===== config.mk =====
export PLATFORM = sky130hd
export DESIGN_NAME = text_scroller
export DESIGN_NICKNAME = d
export VERILOG_FILES = /design/src/rtl/text_scroller.sv
export SDC_FILE = /design/constraint.sdc
export NUM_CORES = 1
export LEC_CHECK = 0
export BUFFER_PORTS_ARGS = -buffer_cell sky130_fd_sc_hd__buf_4
export CAP_MARGIN = 40
export CORE_ASPECT_RATIO = 0.6
export CORE_MARGIN = 1.5
export CORE_UTILIZATION = 55
export DETAILED_ROUTE_END_ITERATION = 10
export PLACE_DENSITY = 0.82
export REMOVE_ABC_BUFFERS = 1
export SLEW_MARGIN = 5
export SYNTH_ARGS = -nofsm -noshare
export SYNTH_HDL_FRONTEND = slang
export SYNTH_SLANG_ARGS = --single-unit

===== constraint.sdc =====
create_clock -name clk -period 8.1 [get_ports clk]
set_clock_uncertainty 0.1 [all_clocks]
set_input_delay 0.81 -clock clk [delete_from_list [all_inputs] [get_ports clk]]
set_output_delay 0.81 -clock clk [all_outputs]
set_load 0.01 [all_outputs]

===== src/rtl/text_scroller.sv =====
// rtl/text_scroller.sv - scrolling WIN-character window over a blank-padded message.
// Optional reverse scrolling with a dir input is enabled by defining TEXT_SCROLLER_DIR_EN.
module text_scroller #(
  parameter int MSG_LEN    = 16,
  parameter int CHAR_W     = 5,
  parameter int WIN        = 8,
  parameter int TICK_DIV   = 100000000,
  parameter int HOLD_STEPS = 2,
  parameter int BLANK_CODE = 31
) (
  input  logic                      clk,
  input  logic                      rst,
  input  logic                      en,
  input  logic                      restart,
`ifdef TEXT_SCROLLER_DIR_EN
  input  logic                      dir,
`endif
  input  logic [MSG_LEN*CHAR_W-1:0] msg,
  output logic [WIN*CHAR_W-1:0]     window,
  output logic                      wrap
);

  localparam int L      = MSG_LEN + WIN;
  localparam int OFF_W  = $clog2(L);
  localparam int SUM_W  = OFF_W + 1;
  localparam int CNT_W  = $clog2(TICK_DIV);
  localparam int HOLD_W = $clog2(HOLD_STEPS + 1);
  localparam logic [OFF_W-1:0]  OFF_LAST  = OFF_W'(L - 1);
  localparam logic [CNT_W-1:0]  CNT_LAST  = CNT_W'(TICK_DIV - 1);
  localparam logic [HOLD_W-1:0] HOLD_LAST = HOLD_W'(HOLD_STEPS - 1);

  typedef enum logic {S_HOLD, S_SCROLL} state_t;

  state_t                 state_q, state_d;
  logic [CNT_W-1:0]       cnt_q, cnt_d;
  logic [HOLD_W-1:0]      hold_q, hold_d;
  logic [OFF_W-1:0]       off_q, off_d;
  logic                   wrap_q, wrap_d;
  logic [WIN*CHAR_W-1:0]  window_q, window_d;
  logic                   tick;
  logic                   load;
  logic                   back;
  logic [SUM_W-1:0]       sum;
  logic [CHAR_W-1:0]      stream [L];

  for (genvar k = 0; k < L; k++) begin : g_stream
    if (k < MSG_LEN) begin : g_msg
      assign stream[k] = msg[k*CHAR_W +: CHAR_W];
    end else begin : g_pad
      assign stream[k] = CHAR_W'(BLANK_CODE);
    end
  end

`ifdef TEXT_SCROLLER_DIR_EN
  assign back = dir;
`else
  assign back = 1'b0;
`endif

  assign tick = en && (cnt_q == CNT_LAST);

  always_comb begin
    state_d = state_q;
    cnt_d   = cnt_q;
    hold_d  = hold_q;
    off_d   = off_q;
    wrap_d  = 1'b0;
    load    = 1'b0;
    if (rst || restart) begin
      state_d = S_HOLD;
      cnt_d   = '0;
      hold_d  = '0;
      off_d   = '0;
      load    = 1'b1;
    end else if (en) begin
      cnt_d = tick ? '0 : cnt_q + 1'b1;
      if (tick) begin
        load = 1'b1;
        case (state_q)
          S_HOLD: begin
            if (hold_q == HOLD_LAST) state_d = S_SCROLL;
            else                     hold_d  = hold_q + 1'b1;
          end
          S_SCROLL: begin
            // Reverse scrolling leaves offset 0 by jumping to the last stream position.
            if (back ? (off_q == OFF_W'(1)) : (off_q == OFF_LAST)) begin
              off_d   = '0;
              hold_d  = '0;
              state_d = S_HOLD;
              wrap_d  = 1'b1;
            end else if (back) begin
              off_d = (off_q == '0) ? OFF_LAST : off_q - 1'b1;
            end else begin
              off_d = off_q + 1'b1;
            end
          end
        endcase
      end
    end
  end

  always_comb begin
    window_d = window_q;
    sum      = '0;
    if (load) begin
      for (int i = 0; i < WIN; i++) begin
        sum = {1'b0, off_d} + SUM_W'(i);
        if (sum >= SUM_W'(L)) sum = sum - SUM_W'(L);
        window_d[(WIN-1-i)*CHAR_W +: CHAR_W] = stream[sum[OFF_W-1:0]];
      end
    end
  end

  always_ff @(posedge clk) begin
    if (rst) begin
      state_q  <= S_HOLD;
      cnt_q    <= '0;
      hold_q   <= '0;
      off_q    <= '0;
      wrap_q   <= 1'b0;
      window_q <= window_d;
    end else begin
      state_q  <= state_d;
      cnt_q    <= cnt_d;
      hold_q   <= hold_d;
      off_q    <= off_d;
      wrap_q   <= wrap_d;
      window_q <= window_d;
    end
  end

  assign window = window_q;
  assign wrap   = wrap_q;

endmodule


==> run summary <==
Reg-to-Reg Start -> cnt_q[0]$_SDFFE_PP0P_
Clk slew on worst S/H paths -> 0.06 ns
Peak VDD IR -> 0.0757 mV
Final setup margin -> 2.69 ns
GPL Wtd Cong -> 0.993
Post-CTS sizing -> 0
Tot GR Track Use -> 33.0%
Worst Hold Path Cells -> 2
Core Area -> 13700 sq um
WL per Instance -> 21.3 um
DR vias -> 7564
Seq cells post-synth -> 76
Nature of the critical path startpoint -> primary input
Worst path max stage delay -> 0.68 ns
I/O Buffers -> 124
FP Rows -> 33
Area of placed instances -> 8760 sq um
Clk_lat worst skew -> 0.34 ns
TritonCTS Buffers -> 9
Average via count per standard cell -> 6.59
Area of the multi-input gates -> 5430 sq um
MaxCap Viol Count -> 0
Critical path class -> primary input to flop
Critical Path Fanout Max -> 67
Ys Warns -> 0
RSZ-0062 raised after global routing -> no
Fin. Hold Viols -> 0
Pwr/cell area -> 111 nW/um^2
Sequential share of the synthesized area -> 24.8%
GRT overflow -> 0
Crit-path cells -> buf_4 > nor2_1 > nand2_1 > mux2_4 > inv_2 > ha_1 > inv_1 > a211oi_1 > o21ai_0 > a21oi_1 > or2_2 > mux2i_1 > o211ai_1
Worst hold slack -> 0.395 ns
Pre-Repair DR Iteration Count -> 7
Critical-path top delay cell -> nor2_1
Design area -> 9040 sq um
First-pass GRT wire length -> 36.6 mm
Post-synth ARST share -> 0%
Layout Area Growth over Synthesis -> 16.9%
Post-synth EDFFs -> 40
Clock tree sinks -> 76
Share of cells above drive strength 1 -> 24.3%
Max-slew violation count -> 0
Total negative slack -> 0 ns
Register area -> 1920 sq um
Fin crit period -> 5.41 ns
Clk root buf -> clkbuf_16
Die Wd -> 156 um
Largest net degree at the start of global routing -> 68
Status -> complete, no violations
Routed WL -> 24.5 mm
Most used DFF post-synth -> edfxtp_1
Tightest Pin Transition -> 0.898 ns
Remaining antenna violation count -> 0
Die area -> 14800 sq um
Hold EP -> cnt_q[1]$_SDFFE_PP0P_
Clk buf depth -> 2
Initial Util -> 56.4%
# diodes -> 0
Cts hold-fix bufs -> 0
TritonCTS clock tree -> done
Initial antenna violation count -> 0
Worst EP arrival -> 5.37 ns
Top delay family on crit path -> compound AO/OA/AOI/OAI gates
Buf/Inv on CP -> 3
Final Setup Violations -> 0
Nets -> 1049
R2r worst-path depth -> 14
Worst hold start -> cnt_q[1]$_SDFFE_PP0P_
Final Util -> 66.0%
LEAKAGE -> 3.74 nW
Critical Path RT -> 8.06 ns
Filler cells -> 1093
Post-CTS repair timing setup buffer count -> 0
DR DRC count -> 0
H-Tree Depth -> 3
Worst min path class -> flop to flop
Height of the die -> 94.9 um
HPWL Detailed -> 18.4 mm
RR Endpoint -> window[30]$_DFFE_PP_
Worst setup EP type -> flop
Mapped Area -> 7740 sq um
FF-to-FF setup slack -> 2.84 ns
Peak Freq -> 185 MHz
Initial DRC count -> 1196
Period utilisation layout -> 66.8%
Syn avg cell area -> 9.01 sq um
Vias in the first global route -> 6479
Io pins -> 125
Gate count of the mapped netlist -> 859
Relative slew slack -> 39.9%
Synth unique cells -> 71
Setup slack at placement -> 2.49 ns
[layer usage]
| metal | vias to the layer above | track usage [%] | share of wire, % |
|---|---|---|---|
| met3 | 40 | 15.2 | 16 |
| met5 | - | 4.42 | 0.34 |
| met1 | 3571 | 48.4 | 43 |
| met4 | 2 | 5.00 | 1.1 |
| li1 | 3424 | - | - |
| met2 | 527 | 43.7 | 39 |
[cell families (layout without fill, tap and decap cells)]
logic type / Yosys count / count (layout) / share of synthesized area [%]
flip-flops: 76 / 76 / 24.8
XOR/XNOR: 35 / 35 / 3.96
AO/OA/AOI/OAI: 172 / 172 / 15.9
AND/OR/NAND/NOR: 302 / 302 / 18.7
multiplexers: 176 / 176 / 29.1
buffers and inverters: 83 / 179 / 5.01
adder cells (fa/ha/maj): 15 / 15 / 2.43
[worst reg2reg max path, cell delays in order, from the launching register on]
cell and delay, ns:
dfxtp_1 0.38, ha_1 0.19, and4_1 0.32, and4_4 0.28, nand2_1 0.09, mux2_4 0.62
inv_2 0.59, ha_1 0.43, inv_1 0.07, a211oi_1 0.43, o21ai_0 0.17, a21oi_1 0.66
or2_2 0.34, mux2i_1 0.21, o211ai_1 0.10
[metrics by stage]
stage	cells	power, mW
after global routing	1147	1.03
final	1147	1.00
after global placement	1127	0.598
after floorplan	801	0.508
after detailed placement	1131	0.602
after CTS	1147	0.998
[worst max path at each step]
stage,start,end,slack (ns),depth (start not counted)
3_3_place_gp,restart,window[31]$_DFFE_PP_,2.70,13
2_1_floorplan,en,window[30]$_DFFE_PP_,2.45,13
5_1_grt,restart,window[33]$_DFFE_PP_,2.43,13
6_report,restart,window[30]$_DFFE_PP_,2.69,13
4_1_cts,restart,window[30]$_DFFE_PP_,2.85,13
3_5_place_dp,restart,window[30]$_DFFE_PP_,2.49,13
[Yosys cell counts (18+ instances only)]
| cell | instances | share of area, % |
|---|---|---|
| nand3_1 | 38 | 2.5 |
| inv_1 | 22 | 1.1 |
| mux2_2 | 19 | 2.8 |
| dfxtp_1 | 36 | 9.3 |
| edfxtp_1 | 40 | 16 |
| mux2i_1 | 118 | 15 |
| mux4_2 | 36 | 10 |
| clkbuf_1 | 26 | 1.3 |
| nand2_1 | 127 | 6.2 |
| a21oi_1 | 35 | 2.3 |
| nor2_1 | 60 | 2.9 |
| o21ai_0 | 26 | 1.7 |
| xnor2_1 | 18 | 2.0 |
[sequential cells by signal (all words and copies together), names as in the netlist]
| signal | count |
|---|---|
| window | 40 |
| cnt_q | 27 |
| off_q | 5 |
| hold_q | 2 |
| state_q | 1 |
| wrap | 1 |
[final cells by class]
cell class	count	area share [%]
multi-input combinational	700	60.0
clock buffer	12	2.96
timing repair buffer	138	11.8
inverter	25	1.07
tap	192	2.66
sequential	76	21.2
clock inverter	4	0.235
[power breakdown]
part / internal [mW] / switching, mW / total [mW]
registers: 0.421 / 0.00614 / 0.427
logic: 0.0833 / 0.0898 / 0.173
clock network: 0.233 / 0.170 / 0.402
total: 0.737 / 0.265 / 1.00
[cell usage in the layout (no fill, tap or decap), drive strengths merged, types with 17 or more instances in the layout]
cell	n
xnor2	18
mux4	36
mux2	22
nor2	61
a21oi	35
o21ai	28
mux2i	118
dfxtp	36
edfxtp	40
inv	25
buf	138
nand2	128
xor2	17
nand3	38
Power figures use the tool's default switching activity.
